==> src/rtl/ysyx_2022040010_uncache_bridge.sv <==
// ysyx_2022040010_uncache_bridge
//
// Single-beat AXI master for uncached LSU accesses. An uncached request seen
// in IDLE is latched, then one AXI read (AR/R) or write (AW/W/B) is run.
// `refresh` pulses for one cycle when the transaction ends. `rdata` carries
// the read data in that cycle and holds it until the next read completes.
//
// Ports:
//   clk, rst                      clock, asynchronous active-high reset
//   uncache, dsram_e, dsram_we    request qualifiers from the tag stage / LSU
//   dsram_sel/addr/wdata          byte strobe, byte address, write data
//   refresh, rdata, busy, err     completion pulse, read data, non-idle, response error
//   ar*, r*, aw*, w*, b*          AXI master channels (rdata_i is the R-channel data)
//
// Optional feature macro: YSYX_2022040010_UNCACHE_ERR_EN
//   defined   -> err is set from a non-zero rresp/bresp and is high only in the refresh cycle
//   undefined -> rresp/bresp are ignored and err is tied low
module ysyx_2022040010_uncache_bridge (
  input  logic        clk,
  input  logic        rst,
  input  logic        uncache,
  input  logic        dsram_e,
  input  logic        dsram_we,
  input  logic [7:0]  dsram_sel,
  input  logic [63:0] dsram_addr,
  input  logic [63:0] dsram_wdata,
  output logic        refresh,
  output logic [63:0] rdata,
  output logic        busy,
  output logic        err,
  output logic [63:0] araddr,
  output logic        arvalid,
  input  logic        arready,
  input  logic [63:0] rdata_i,
  input  logic [1:0]  rresp,
  input  logic        rvalid,
  output logic        rready,
  output logic [63:0] awaddr,
  output logic        awvalid,
  input  logic        awready,
  output logic [63:0] wdata,
  output logic [7:0]  wstrb,
  output logic        wvalid,
  input  logic        wready,
  input  logic [1:0]  bresp,
  input  logic        bvalid,
  output logic        bready
);

  typedef enum logic [2:0] {
    IDLE  = 3'd0,
    RADDR = 3'd1,
    RDATA = 3'd2,
    WRITE = 3'd3,
    WRESP = 3'd4,
    DONE  = 3'd5
  } state_t;

  state_t      state;
  state_t      state_nxt;
  logic [63:0] addr_q;
  logic [63:0] wdata_q;
  logic [7:0]  sel_q;
  logic        aw_done;
  logic        w_done;
  logic        req;
  logic        aw_hs;
  logic        w_hs;

  assign req   = dsram_e & uncache;
  assign aw_hs = awvalid & awready;
  assign w_hs  = wvalid & wready;

  always_ff @(posedge clk or posedge rst) begin
    if (rst) state <= IDLE;
    else     state <= state_nxt;
  end

  always_comb begin
    state_nxt = state;
    arvalid   = 1'b0;
    rready    = 1'b0;
    awvalid   = 1'b0;
    wvalid    = 1'b0;
    bready    = 1'b0;
    refresh   = 1'b0;
    busy      = 1'b1;
    case (state)
      IDLE: begin
        busy = 1'b0;
        if (req) state_nxt = dsram_we ? WRITE : RADDR;
      end
      RADDR: begin
        arvalid = 1'b1;
        if (arready) state_nxt = RDATA;
      end
      RDATA: begin
        rready = 1'b1;
        if (rvalid) state_nxt = RDATA == state ? DONE : state;
      end
      WRITE: begin
        // Each channel's valid drops once its own handshake is recorded;
        // leave when both are done, counting a handshake in this cycle.
        awvalid = ~aw_done;
        wvalid  = ~w_done;
        if ((aw_done | aw_hs) & (w_done | w_hs)) state_nxt = WRESP;
      end
      WRESP: begin
        bready = 1'b1;
        if (bvalid) state_nxt = DONE;
      end
      DONE: begin
        refresh   = 1'b1;
        state_nxt = IDLE;
      end
      default: begin
        busy      = 1'b0;
        state_nxt = IDLE;
      end
    endcase
  end

  // Request capture: outgoing address/data/strobe are the values latched in IDLE
  always_ff @(posedge clk or posedge rst) begin
    if (rst) begin
      addr_q  <= 64'd0;
      wdata_q <= 64'd0;
      sel_q   <= 8'd0;
    end else if (state == IDLE && req) begin
      addr_q  <= dsram_addr;
      wdata_q <= dsram_wdata;
      sel_q   <= dsram_sel;
    end
  end

  assign araddr = addr_q;
  assign awaddr = addr_q;
  assign wdata  = wdata_q;
  assign wstrb  = sel_q;

  // Write channel completion flags, cleared before every new transaction
  always_ff @(posedge clk or posedge rst) begin
    if (rst) begin
      aw_done <= 1'b0;
      w_done  <= 1'b0;
    end else if (state == IDLE) begin
      aw_done <= 1'b0;
      w_done  <= 1'b0;
    end else if (state == WRITE) begin
      if (aw_hs) aw_done <= 1'b1;
      if (w_hs)  w_done  <= 1'b1;
    end
  end

  // Read data capture at the R handshake; held until the next read completes
  always_ff @(posedge clk or posedge rst) begin
    if (rst)                        rdata <= 64'd0;
    else if (state == RDATA && rvalid) rdata <= rdata_i;
  end

`ifdef YSYX_2022040010_UNCACHE_ERR_EN
  logic err_q;

  // Set only on the transition into DONE, so it clears on the following edge
  always_ff @(posedge clk or posedge rst) begin
    if (rst)                           err_q <= 1'b0;
    else if (state == RDATA && rvalid) err_q <= (rresp != 2'b00);
    else if (state == WRESP && bvalid) err_q <= (bresp != 2'b00);
    else                               err_q <= 1'b0;
  end

  assign err = err_q;
`else
  logic unused_resp;

  assign unused_resp = ^{rresp, bresp};
  assign err         = 1'b0;
`endif

endmodule

==> config.mk <==
export PLATFORM = sky130hd
export DESIGN_NAME = ysyx_2022040010_uncache_bridge
export DESIGN_NICKNAME = d
export VERILOG_FILES = /design/src/rtl/ysyx_2022040010_uncache_bridge.sv
export SDC_FILE = /design/constraint.sdc
export NUM_CORES = 1
export LEC_CHECK = 0
export BUFFER_PORTS_ARGS = -buffer_cell sky130_fd_sc_hd__buf_2
export CORE_AREA = 8 8 183 185
export CTS_CLUSTER_DIAMETER = 30
export DETAILED_ROUTE_END_ITERATION = 8
export DIE_AREA = 0 0 191 193
export PLACE_DENSITY = 0.6
export SLEW_MARGIN = 20
export SYNTH_ARGS = -nofsm -noshare
export SYNTH_HDL_FRONTEND = slang
export SYNTH_SLANG_ARGS = --single-unit
==> constraint.sdc <==
create_clock -name clk -period 9 [get_ports clk]
set_clock_uncertainty 0.15 [all_clocks]
set_input_delay 1.8 -clock clk [delete_from_list [all_inputs] [get_ports clk]]
set_output_delay 1.8 -clock clk [all_outputs]
set_load 0.01 [all_outputs]
After elaboration in Yosys (flattened, before gate mapping)
Index checks and enable logic that the tools add are counted.
- bitwise gates (word level): 8
- equality and inequality tests: 12
- multiplexer cells: 21
- reductions and logical operators: 10
- operators with widths (kind ; count):
    $mux 3 ; 6
    $pmux 3 s5 ; 1
    $mux 1 ; 13
    $ne 2x2->1 const B ; 6
    $eq 3x2->1 const B ; 2
    $eq 3x3->1 const B ; 2
    $reduce_and 6->1 ; 1
    $reduce_bool 2->1 ; 3
    $reduce_or 5->1 ; 1
    $and 1x1->1 ; 4
    $reduce_and 2->1 ; 2
    $eq 2x3->1 const A ; 1
    $eq 3x1->1 const B ; 1
    $logic_not 3->1 ; 1
    $logic_and 1x1->1 ; 2
    $mux 2 ; 1
    $not 1->1 ; 2
    $or 1x1->1 ; 2
- logic and storage cells: 58
- bits of input ports: 214
- bits in registers: 205
- output and inout bits: 272

Longest topological paths before layout
Gate-level depths: netlist of the first run.
- depth in word-level cells: 7
- depth in mapped cells: 6
- mapped depth without buffers: 4

Worst setup path before layout of the first run
OpenSTA, ideal clock, no wires.
- path kind: in2reg
- start point: in dsram_e
- end point: reg wdata_q[0] (netlist: wdata[0])
- stages: 6
- library setup time: 0.127 ns
- required time: 8.723 ns
- data arrival time: 2.783 ns
- path slack: 5.940 ns
- path buffers: 3
- path through: nand2_1 nor4_1 buf_2 buf_6 buf_6 mux2_1
- longest elaborated chain between the ends: 2
- ends and longest elaborated chain (element ; line ; RTL):
    start, declared ; 22 ; input logic dsram_e,
    $and 1x1->1 ; 70 ; assign req = dsram_e & uncache;
    $logic_and 1x1->1 ; 129 ; end else if (state == IDLE && req) begin
    end signal, assigned ; 131 ; wdata_q <= dsram_wdata;
    end, declared ; 62 ; logic [63:0] wdata_q;
Every way passes these cells.
A chain may end at the register's enable or synchronous reset.

Worst setup path in the final report of the first run
- start point: reg state[1]
- end point: out wvalid
- longest elaborated chain between the ends: 2
- ends and longest elaborated chain (element ; line ; RTL):
    start, declared ; 59 ; state_t state;
    start signal, assigned ; 76 ; else state <= state_nxt;
    $eq 3x2->1 ; 88 ; case (state)
    $mux 1 ; 88 ;
    end, declared ; 43 ; output logic wvalid,
Every way passes these cells.

==> results of run 1 <==
[cells in the final DEF (no fill, tap or decap), types with 6 or more instances in the layout]
| master | n |
|---|---|
| o21ai_0 | 6 |
| nor2_1 | 6 |
| mux2_1 | 40 |
| mux2_2 | 160 |
| bufinv_16 | 8 |
| clkbuf_16 | 46 |
| buf_2 | 480 |
| buf_4 | 6 |
| dfrtp_1 | 205 |
| clkinv_2 | 9 |
| clkbuf_8 | 9 |
[cell type report]
class | count | share of cell area [%]
flip-flops and latches | 205 | 41.9
repair buffers | 486 | 20.0
well taps | 402 | 4.11
clock buffers | 58 | 10.5
diodes | 2 | 0.0409
multi-input cells | 235 | 20.1
inverters | 2 | 0.123
clock inverters | 27 | 3.25
[state kept, by name, summed over array words and instances (netlist names)]
signal,cells
araddr,64
aw_done,1
rdata,64
state,3
w_done,1
wdata,64
wstrb,8
[kinds of logic (layout without fill, tap and decap cells)]
| family | count (synthesis) | in the layout | share of synthesized area, % |
|---|---|---|---|
| AO/OA/AOI/OAI | 15 | 15 | 1.18 |
| buffers and inverters | 92 | 573 | 8.36 |
| multiplexers | 201 | 201 | 27.3 |
| flip-flops | 205 | 205 | 62.0 |
| other | 1 | 3 | 0.0453 |
| AND/OR/NAND/NOR | 18 | 18 | 1.09 |
[per-layer routing]
metal / vias up / global-route usage, %
met5: - / 0
met4: 2 / 4.86
met3: 56 / 5.38
met2: 298 / 22.3
met1: 2881 / 13.1
li1: 2695 / -
[power groups by stage]
stage | sequential, mW | clock (mW) | combinational (mW)
finish | 1.68 | 1.78 | 1.71
global route | 1.75 | 1.87 | 1.84
CTS | 1.68 | 1.82 | 1.76
detailed placement | 1.69 | 0 | 1.76
global placement | 1.66 | 0 | 1.74
floorplan | 1.87 | 0 | 0.887
[through the flow]
stage	worst slack, ps	std cells	area (µm²)	power [mW]
global route	5090	1417	12200	5.46
CTS	5230	1415	12200	5.26
floorplan	1450	532	8280	2.76
global placement	5040	1330	10600	3.40
finish	5250	1417	12200	5.17
detailed placement	4990	1330	10600	3.44
[worst max-delay path by stage]
stage	start	end
after CTS	state[1]	wvalid
after detailed placement	uncache	araddr[61]
after global placement	dsram_e	araddr[61]
final	state[1]	wvalid
after global routing	state[1]	awvalid
after floorplan	rst	araddr[0]
==> key figures, run 1 <==
Pwr
  • Lkg Pwr: slightly above 6 nW
  • Clock network fraction of total power: between 30% and 40%
  • Seq pwr share: 32.4%
  • Peak VDD IR: between 200 and 250 µV
  • Internal power: 3.48 mW
  • Switching share of total power: between 30% and 40%
  • Combinational share of power: 33.2%
  • Pwr/cell area: ~420 nW/µm²
  • Net Sw Power: around 1.7 mW

Critical path
  • R2r setup slk: around 6300 ps
  • CP endpoint kind: output port
  • Worst Path Max Fanout: 13
  • Critical path depth in cells: 4
  • RR Endpoint: araddr[33]
  • Crit-path max cell delay: between 500 and 600 ps
  • R2R cell count: 4
  • Cell-by-cell listing of the critical path: nor2b_2 -> nand2_1 -> nor2_1 -> buf_2
  • Critical path data required time: 7050 ps
  • CP bufs+invs: 1
  • Slowest cell on the critical path: dfrtp_1
  • Delay-heaviest family, CP: flip-flops
  • RR Startpoint: state[2]
  • Setup CP Type: flip-flop to output port
  • Setup crit start kind: flip-flop
  • CP Data Arrival Time: between 1500 and 2000 ps

Logic synthesis
  • Top cells by count, synth: dfrtp_1, mux2_2, buf_4
  • Yosys top cell area share: between 60% and 70%
  • Top cells by area, synth: dfrtp_1, mux2_2, buf_4
  • Unique masters post-synth: 25
  • Count leader, synth: dfrtp_1
  • Seq/Total Area, Yosys: 62.0%
  • Async SR Flop Fraction: between 90% and 100%
  • Syn nets: about 750
  • Post-synth top area cell: dfrtp_1
  • Syn avg cell area: between 15 and 20 µm²
  • Flip-flop and latch count after synthesis: between 200 and 250
  • Synth Flop Type: dfrtp_1
  • Cell count after synthesis: ~530
  • Synthesized cell area: roughly 8300 µm²
  • Post-synth EDFFs: 0
  • Synthesis Warnings: 0

Placement
  • Number of port buffers: 480
  • DP HPWL: around 19 mm
  • Final Wtd Congestion: between 0.7 and 0.8

Detailed routing
  • Post-Route M1 WL: between 8 and 9 mm
  • Final WL: between 20 and 30 mm
  • Met3 WL: 2.83 mm
  • Final antenna-violating net count: 0
  • Uppermost layer routed: met5
  • DRT iter0 DRCs: around 160
  • DRC: 0
  • Vias per cell: between 4 and 5
  • TritonRoute pass-1 iters: 4
  • Vias: ~5.9k
  • Routed wl met2: around 13 mm
  • Wire per inst: between 15 and 20 µm

Floorplan
  • Die Width: around 190 µm
  • Cell Rows: 65
  • Effective utilization at floorplan: a little over a quarter
  • IO Pins: approximately 490
  • Full die area: around 37000 µm²
  • Die height: 193 µm
  • Core Footprint: between 30000 and 40000 µm²

STA
  • Fin crit share: a little over two fifths
  • Slew margin rel.: around 40%
  • Final Setup Violations: 0
  • TNS Setup: 0 ps
  • Fmax: between 200 and 300 MHz
  • Endpoints failing hold: 0
  • RSZ-0062 raised after global routing: no
  • Measured slew at the worst slew-check pin: 898 ps
  • Final Max Tran Viols: 0
  • Worst hold margin: 327 ps
  • Min Tclk post-route: roughly 3700 ps

Status
  • Status: completed

Clock network
  • Clock buffer count from CTS: 46
  • CTS resizes: 0
  • CTS tree: built
  • Cts-stage hold buffer count: 0
  • Root Driver: clkbuf_16
  • Clk slew on worst S/H paths: around 50 ps
  • Bufs on Longest Clock Path: 3
  • H-tree depth: 2
  • Clk Latency, worst-skew pair: between 500 and 600 ps
  • Total setup buffers inserted after CTS: 0
  • Clock tree sinks: 205

GRT
  • First-pass GRT wire length: between 30 and 40 mm
  • Total track usage: between 10% and 20%
  • Largest net degree at the start of global routing: slightly below 80
  • Vias in the first global route: between 6k and 7k
  • Initial antenna violation count: 3
  • GRT overflow: 0

Cells and area
  • Multi-input gate area: 2460 µm²
  • Filler cell count: approximately 3k
  • Final core occ: 39.7%
  • Fin nets: 1190
  • FF+latch area: about 5100 µm²
  • Layout cell share with drive strength beyond 1: between 70% and 80%
  • Layout overhead on the synthesized area: 48.0%

Hold path
  • End of the worst hold path: wdata[27]
  • Worst hold start: wdata[27]
  • Min-delay worst type: flip-flop to flip-flop
  • WHS Path Cells: 1

Job
  • Max Cap Viol: 0
(Power assumes the default switching activity.)
==> inputs of run 2 (changes only) <==
Clock period 9 ns to 3.49 ns, I/O delays scaled along.
==> key figures, run 2 (synthesis results as in run 1) <==
STA
  • Endpoints failing hold: 0
  • Final Max Tran Viols: 0
  • Final Setup Violations: 0
  • Fmax: approximately 380 MHz
  • Fin crit share: around 76%
  • Slew margin rel.: between 50% and 60%
  • RSZ-0062 raised after global routing: no
  • Min Tclk post-route: around 2600 ps
  • Measured slew at the worst slew-check pin: around 700 ps

Detailed routing
  • Final WL: around 25 mm
  • TritonRoute pass-1 iters: 4
  • DRT iter0 DRCs: 127
  • Vias: roughly 6k
  • DRC: 0
  • Vias per cell: 4.21
  • Final antenna-violating net count: 0
  • Wire per inst: about 18 µm

Clock network
  • CTS resizes: 0
  • Clock tree sinks: 205
  • Clk Latency, worst-skew pair: 510 ps
  • H-tree depth: 2
  • Root Driver: clkbuf_16
  • CTS tree: built
  • Cts-stage hold buffer count: 0
  • Total setup buffers inserted after CTS: 0
  • Clock buffer count from CTS: 48
  • Clk slew on worst S/H paths: 50 ps
  • Bufs on Longest Clock Path: 3

Status
  • Status: completed

GRT
  • GRT overflow: 0
  • Total track usage: 12.7%
  • Initial antenna violation count: 0
  • First-pass GRT wire length: about 37 mm
  • Vias in the first global route: 6503
  • Largest net degree at the start of global routing: about 90

Critical path
  • Crit-path max cell delay: 570 ps
  • RR Startpoint: state[2]
  • Worst Path Max Fanout: 13
  • Slowest cell on the critical path: dfrtp_1
  • Setup CP Type: flip-flop to output port
  • Cell-by-cell listing of the critical path: nor2b_2 -> nand2_1 -> nor2_1 -> buf_2
  • CP Data Arrival Time: roughly 1800 ps
  • CP endpoint kind: output port
  • Critical path data required time: between 2000 and 3000 ps
  • Setup crit start kind: flip-flop
  • Critical path launch point: state[1]
  • R2R cell count: 3

Placement
  • DP HPWL: between 15 and 20 mm
  • Number of port buffers: between 400 and 500
  • DP Area: 10600 µm²
  • Final Wtd Congestion: just under 0.8

Job
  • Max Cap Viol: 0

Cells and area
  • Layout overhead on the synthesized area: 49.2%
  • Final Cell Area: between 10000 and 15000 µm²
  • Layout cell share with drive strength beyond 1: about 72%
  • Commonest cells after routing, fill and taps aside: buf_2, dfrtp_1, mux2_2, clkbuf_16, mux2_1
  • Diodes inserted: 0
  • Filler cell count: slightly below 3k
  • Final core occ: 40.0%
  • Fin nets: 1192
  • Commonest non-fill, non-tap cell in the layout: buf_2

Floorplan
  • Core Footprint: ~31000 µm²
  • Die Width: roughly 190 µm
  • Effective utilization at floorplan: about 27%
  • Cell Rows: 65
  • Full die area: 36900 µm²
  • IO Pins: about 490
  • Die height: between 150 and 200 µm

Pwr
  • Lkg Pwr: 6.15 nW
  • Pwr/cell area: roughly 1100 nW/µm²
  • Peak VDD IR: about 580 µV

Hold path
  • Min-delay worst type: primary input to async pin
run 2: per-stage QoR:
step / cells / total power [mW] / TNS [ps] / worst slack, ps / hold slack, ps
2_1_floorplan: 532 / 7.11 / -3340 / -16.3 / 369
3_3_place_gp: 1330 / 8.78 / 0 / 1010 / 312
5_1_grt: 1415 / 14.2 / 0 / 705 / 176
3_5_place_dp: 1330 / 8.89 / 0 / 956 / 321
6_report: 1415 / 13.4 / 0 / 850 / 146
4_1_cts: 1415 / 13.7 / 0 / 808 / 129
run 2: per-layer routing:
layer	part of all wire (%)	GRT usage (%)	wire (µm)	up-vias
met5	0	0	0	-
met4	1.6	4.00	410	0
met3	11	5.45	2700	33
met2	52	22.7	13000	304
met1	36	13.3	8960	2924
li1	-	-	-	2695
run 2: critical path: cells and delay by family (launching register included):
kind | cells | cell delay (ps)
buffers and inverters | 1 | 150
flip-flops | 1 | 570
AND/OR/NAND/NOR | 3 | 560
run 2: area by class of cell:
class,instances,area (µm²),share of cell area [%]
timing repair buffer,486,2520,20.4
multi-input combinational,235,2460,19.9
clock inverter,25,388,3.14
clock buffer,60,1330,10.8
inverter,2,11.3,0.0912
tap,402,503,4.08
sequential,205,5130,41.6
run 2: worst paths after layout:
kind                       slack (ps)         to
max reg2reg                      1160  wdata[37]
min                               150  rdata[15]
max                               850     wvalid
min in group clk                  240   wstrb[0]
max in group asynchronous        2200  wdata[52]
min reg2reg                       330   wdata[8]
run 2: report_power, final:
group          switching, mW  leakage, nW  internal (mW)
logic                   2.23         2.86           2.20
clock network           1.34        0.841           3.34
registers              0.718         2.45           3.60
